[src/rtl/multiply_constant_shift_add_seq.sv]
// Sequential constant multiplier: mul = ext(a) * CONST.
// One shift-and-add step is performed per clock, with valid/ready on both sides.
// Every bit of CONST costs exactly one CALC cycle, so latency is fixed.
module multiply_constant_shift_add_seq #(
  parameter int unsigned WIDTH       = 8,
  parameter int unsigned CONST_WIDTH = 8,
  parameter int unsigned CONST       = 17,
  parameter bit          SIGNED      = 1'b0
) (
  input  logic                         clk,
  input  logic                         rst,
  input  logic                         in_valid,
  output logic                         in_ready,
  input  logic [WIDTH-1:0]             a,
  output logic                         out_valid,
  input  logic                         out_ready,
  output logic [WIDTH+CONST_WIDTH-1:0] mul
);

  localparam int unsigned OUT_W = WIDTH + CONST_WIDTH;
  localparam int unsigned IDX_W = (CONST_WIDTH > 1) ? $clog2(CONST_WIDTH) : 1;
  localparam logic [CONST_WIDTH-1:0] CONST_V = CONST_WIDTH'(CONST);
  localparam logic [IDX_W-1:0] LAST_IDX = IDX_W'(CONST_WIDTH - 1);

  typedef enum logic [1:0] {
    IDLE,
    CALC,
    DONE
  } state_t;

  state_t             state_q, state_d;
  logic [OUT_W-1:0]   acc_q, acc_d;
  logic [OUT_W-1:0]   op_sh_q, op_sh_d;
  logic [IDX_W-1:0]   idx_q, idx_d;
  logic [OUT_W-1:0]   mul_q, mul_d;
  logic [OUT_W-1:0]   a_ext;
  logic [OUT_W-1:0]   sum;

  // Operand widened to the product width, zero- or sign-extended.
  assign a_ext = SIGNED ? {{CONST_WIDTH{a[WIDTH-1]}}, a}
                        : {{CONST_WIDTH{1'b0}}, a};

  // The single adder: add the shifted operand when the current constant bit is set.
  assign sum = acc_q + (CONST_V[idx_q] ? op_sh_q : '0);

  // Handshake flags depend only on the current state.
  assign in_ready  = (state_q == IDLE);
  assign out_valid = (state_q == DONE);
  assign mul       = mul_q;

  // Next-state and datapath update for the accept / shift-add / present sequence.
  always_comb begin
    state_d = state_q;
    acc_d   = acc_q;
    op_sh_d = op_sh_q;
    idx_d   = idx_q;
    mul_d   = mul_q;
    case (state_q)
      IDLE: begin
        if (in_valid) begin
          op_sh_d = a_ext;
          acc_d   = '0;
          idx_d   = '0;
          state_d = CALC;
        end
      end
      CALC: begin
        acc_d   = sum;
        op_sh_d = op_sh_q << 1;
        idx_d   = idx_q + IDX_W'(1);
        if (idx_q == LAST_IDX) begin
          mul_d   = sum;
          state_d = DONE;
        end
      end
      DONE: begin
        if (out_ready) begin
          state_d = IDLE;
        end
      end
      default: begin
        state_d = IDLE;
      end
    endcase
  end

  // State and datapath registers; reset discards any operation in flight.
  always_ff @(posedge clk or posedge rst) begin
    if (rst) begin
      state_q <= IDLE;
      acc_q   <= '0;
      op_sh_q <= '0;
      idx_q   <= '0;
      mul_q   <= '0;
    end else begin
      state_q <= state_d;
      acc_q   <= acc_d;
      op_sh_q <= op_sh_d;
      idx_q   <= idx_d;
      mul_q   <= mul_d;
    end
  end

endmodule

[config.mk]
export PLATFORM = sky130hd
export DESIGN_NAME = multiply_constant_shift_add_seq
export DESIGN_NICKNAME = d
export VERILOG_FILES = /design/src/rtl/multiply_constant_shift_add_seq.sv
export SDC_FILE = /design/constraint.sdc
export NUM_CORES = 1
export LEC_CHECK = 0
export CAP_MARGIN = 20
export CORE_MARGIN = 2
export CORE_UTILIZATION = 57
export CTS_BUF_LIST = sky130_fd_sc_hd__clkbuf_16
export DETAILED_ROUTE_END_ITERATION = 6
export PLACE_DENSITY_LB_ADDON = 0.08
export SLEW_MARGIN = 20
export SYNTH_ARGS = -nofsm -noshare
export SYNTH_HDL_FRONTEND = slang
export SYNTH_SLANG_ARGS = --single-unit
[constraint.sdc]
create_clock -name clk -period 2.86 [get_ports clk]
set_input_delay 0.715 -clock clk [delete_from_list [all_inputs] [get_ports clk]]
set_output_delay 0.715 -clock clk [all_outputs]
set_load 0.02 [all_outputs]
==> implementation parameters <==
Parameter                              Value

Worst setup path
  Critical path start-end classification ... flip-flop to flip-flop
  Sequence of cells on the critical path ... inv_1 -> ha_4 -> and2_1 -> ha_1 -> fa_1 -> a21o_1 -> a21oi_1 -> o21bai_1 -> a211oi_2 -> o31ai_1
  Bufs and invs on worst path ... 1
  Worst stage delay on the critical path ... 0.44 ns
  Data arrival time of the worst path ... roughly 2.8 ns
  Crit end category ... flip-flop
  Crit path max-delay family ... compound AO/OA/AOI/OAI gates
  FF-to-FF path depth ... 10
  Critical path launch point type ... flip-flop
  Logic depth of the worst setup path including buffers ... 10
  CP max stage cell ... sky130_fd_sc_hd__fa_1
  Max Fanout on Critical Path ... 16
  Required time at the worst-slack endpoint ... 3.02 ns

Power and ir drop
  Combinational share of power ... 0.516
  Total leakage power ... 1.73 nW
  Net switching fraction of the power ... 0.402
  Max rail drop VDD ... 0.566 mV
  Switching power ... 1.54 mW
  Clock power share ... 0.153
  Power density over the cells ... ~1100 nW/um^2
  Sequential share of power ... 0.331
  Internal power of the cells ... 2.30 mW

Global route
  Aggregate global routing overflow ... 0
  Via count of the first global-routing pass ... 2419
  Global router's overall resource usage ... 0.246
  Antenna violations before repair ... 0
  Pin count of the biggest net entering global routing ... between 50 and 60
  Wire length of the first global-routing pass ... roughly 12 mm

Floorplan
  DIE WIDTH ... 77.5 um
  Top-level I/O count ... 30
  Area of the core ... 5170 um^2
  Initial Utilization ... 0.595
  Die outline area ... 6000 um^2
  Count of standard-cell rows ... 26
  Die Y ... 77.5 um

Placement
  IO Port Bufs ... 29
  Dpl cell area ... about 3500 um^2
  HPWL reported at the end of detailed placement ... 4.72 mm
  Final weighted congestion in routability-driven placement ... between 0.7 and 0.8
  Number of cells in the design after placement ... approximately 400

CTS
  Clock tree buffer depth ... 2
  Number of H-tree levels ... 2
  Clock Sink Count ... 53
  Clock latency on the worst-skew pair ... 0.29 ns
  Number of buffers inserted by hold repair at cts ... 0
  Clk root buf ... sky130_fd_sc_hd__clkbuf_16
  TritonCTS clock tree ... built
  TritonCTS buffer count ... 5
  Clock transition at path regs ... 0.07 ns

Cells and area
  Layout Nets ... ~370
  Register Area ... 1330 um^2
  Proportion of layout cells with a drive suffix above 1 ... 0.128
  Area of the multi-input gates ... 1690 um^2
  Area Growth Syn to Fin ... 17.6%
  Fill cells ... 406
  Antenna diodes ... 0
  Final design area excluding fillers ... 3620 um^2
  Final Instance Count excl. Fillers ... about 410

Yosys
  Fraction of synthesized area in multiplexers ... 0.0321
  Cell taking the most area after synthesis ... sky130_fd_sc_hd__dfrtp_1
  Mean instance size in the synthesized netlist ... ~10 um^2
  Area share of the largest cell type after synthesis ... 0.431
  Sequential share of the synthesized area ... 0.431
  Count of cell types in the netlist ... 52
  Dominant combinational cell family by area after synthesis ... compound AO/OA/AOI/OAI gates
  Count of synthesis-stage warnings from yosys ... 0
  Post-synthesis adder-cell area fraction ... 0.0797
  EDFF count, synth ... 0
  Post-synthesis compound-gate area fraction ... 0.222
  Nets in the synthesized netlist ... 338
  Seq cells post-synth ... 53
  Dominant synthesized flop cell ... sky130_fd_sc_hd__dfrtp_1
  Basic-gate share of the synthesized area counting and, or, nand and nor cells ... 0.185
  Share of flip-flops with an asynchronous set or reset ... 1.00
  Gate count of the mapped netlist ... 307
  Synthesized area ... 3080 um^2
  Synth area leaders ... sky130_fd_sc_hd__dfrtp_1 43%, sky130_fd_sc_hd__ha_1 7.3%, sky130_fd_sc_hd__a22o_1 4.8%, sky130_fd_sc_hd__o21ai_0 3.7%, sky130_fd_sc_hd__nand2_1 3.7%
  Xor and xnor area share after synthesis ... 0.0199

Timing
  Count of final hold-check violations ... 0
  F_max ... roughly 380 MHz
  Number of max-slew violations in the final report ... 0
  Worst slew pin tran ... 0.685 ns
  Setup repair after global routing missed its margin ... no
  Worst setup skew after layout ... 0.00539 ns
  Relative max-transition margin ... 0.544
  Post-route fraction of the period consumed by the critical path ... 0.925
  Final worst path period need ... ~2.6 ns
  Number of failing setup endpoints in the final timing report ... 0

Outcome
  Run status ... finished, final reports clean

Routing
  Wire length per cell after detailed routing ... around 17 um
  Routed Wire Length ... between 6 and 7 mm
  DRC ... 0
  Overall via count from detail_route ... 2453
  First-pass DRT Iterations ... 5
  First-iteration detailed-routing DRC count ... 119
  Antenna violation net count after detailed routing ... 0
  Post-DR vias/cell ... 6.03

Hold path
  Class of the tightest hold or removal check ... flip-flop to flip-flop
  Cell depth of the worst hold path ... 2

Job
  Max_cap viols ... 0
## area by class of cell
| cell class | instances | area share |
|---|---|---|
| Multi-Input combinational cell | 232 | 0.467 |
| Sequential cell | 53 | 0.367 |
| Timing Repair Buffer | 37 | 0.0969 |
| Clock buffer | 5 | 0.0346 |
| Tap cell | 70 | 0.0242 |
| Inverter | 7 | 0.00726 |
| Clock inverter | 3 | 0.00380 |
## per-stage QoR
| stage | utilization | hold slack, ns | TNS, ns | setup WS [ns] | total power, mW |
|---|---|---|---|---|---|
| finish | 0.699 | 0.495 | 0 | 0.214 | 3.84 |
| global route | 0.699 | 0.521 | 0 | 0.0237 | 4.12 |
| CTS | 0.695 | 0.500 | 0 | 0.138 | 3.83 |
| detailed placement | 0.667 | 0.479 | -0.00323 | -0.00323 | 3.22 |
| global placement | 0.667 | 0.472 | 0 | 0.114 | 3.17 |
| floorplan | - | 0.455 | 0 | 0.241 | 2.63 |
## power groups by stage
stage | registers, mW | clock network, mW | logic [mW]
after floorplan | 1.35 | 0 | 1.28
after global placement | 1.28 | 0 | 1.89
after detailed placement | 1.28 | 0 | 1.94
after CTS | 1.27 | 0.597 | 1.96
after global routing | 1.31 | 0.620 | 2.19
final | 1.27 | 0.589 | 1.98
## synth_stat cells, drive strengths merged, types with 3 or more instances
master	n
dfrtp	53
nand2	32
o21ai	24
a21oi	18
and2	18
ha	18
a22o	17
clkbuf	14
nor2	8
and3b	7
inv	7
mux2	7
a21o	6
nand3	6
xnor2	6
and3	5
nand2b	5
nor3	5
o31ai	5
or3	5
a211oi	4
a32o	4
or4	4
a41o	3
## flip-flops by register name (all words and copies together) (netlist names)
name and count:
state_q 2, idx_q 3, op_sh_q 16, acc_q 16, mul 16
## what timing repair did
action,CTS,global route
hold endpoints to repair,0,0
setup endpoints to repair,2,10
gates resized for setup,2,3
buffers inserted,0,0
## metal layers
| metal | part of all wire | global-route usage | up-vias |
|---|---|---|---|
| met2 | 0.49 | 0.399 | 50 |
| met4 | 0.014 | 0.0750 | 0 |
| met5 | 0 | 0 | - |
| li1 | - | - | 1197 |
| met3 | 0.027 | 0.0430 | 11 |
| met1 | 0.47 | 0.340 | 1195 |
## cell families (layout without fill, tap and decap cells)
group,after synthesis,in the layout
simple gates,102,102
compound gates,95,95
flops,53,53
buf+inv,22,52
fa+ha+maj,19,19
mux,9,9
xor+xnor,7,7
## final timing paths
check                              start   endpoint  slack (ns)
worst min-delay path              mul[2]     mul[2]        0.50
max in group asynchronous            rst     mul[2]        1.47
worst min register to register    mul[2]     mul[2]        0.50
worst max register to register  idx_q[0]     mul[6]        0.21
min in group asynchronous            rst  acc_q[12]        0.92
worst max-delay path            idx_q[0]     mul[6]        0.21
## placed cells by master, fill, tap and decap left out, drive strengths merged, types with 8 or more instances in the layout
cell type      count
a22o              17
o21ai             24
a21oi             18
nand2             32
ha                18
dfrtp             53
and2              18
inv                8
buf                8
clkdlybuf4s50     29
nor2               8
## worst min-delay path: stages, from the launching register on
cell	delay [ns]
sky130_fd_sc_hd__dfrtp_1	0.34
sky130_fd_sc_hd__nand2_1	0.05
sky130_fd_sc_hd__o21ai_0	0.07
No activity file was read; power rests on OpenSTA's default activity.
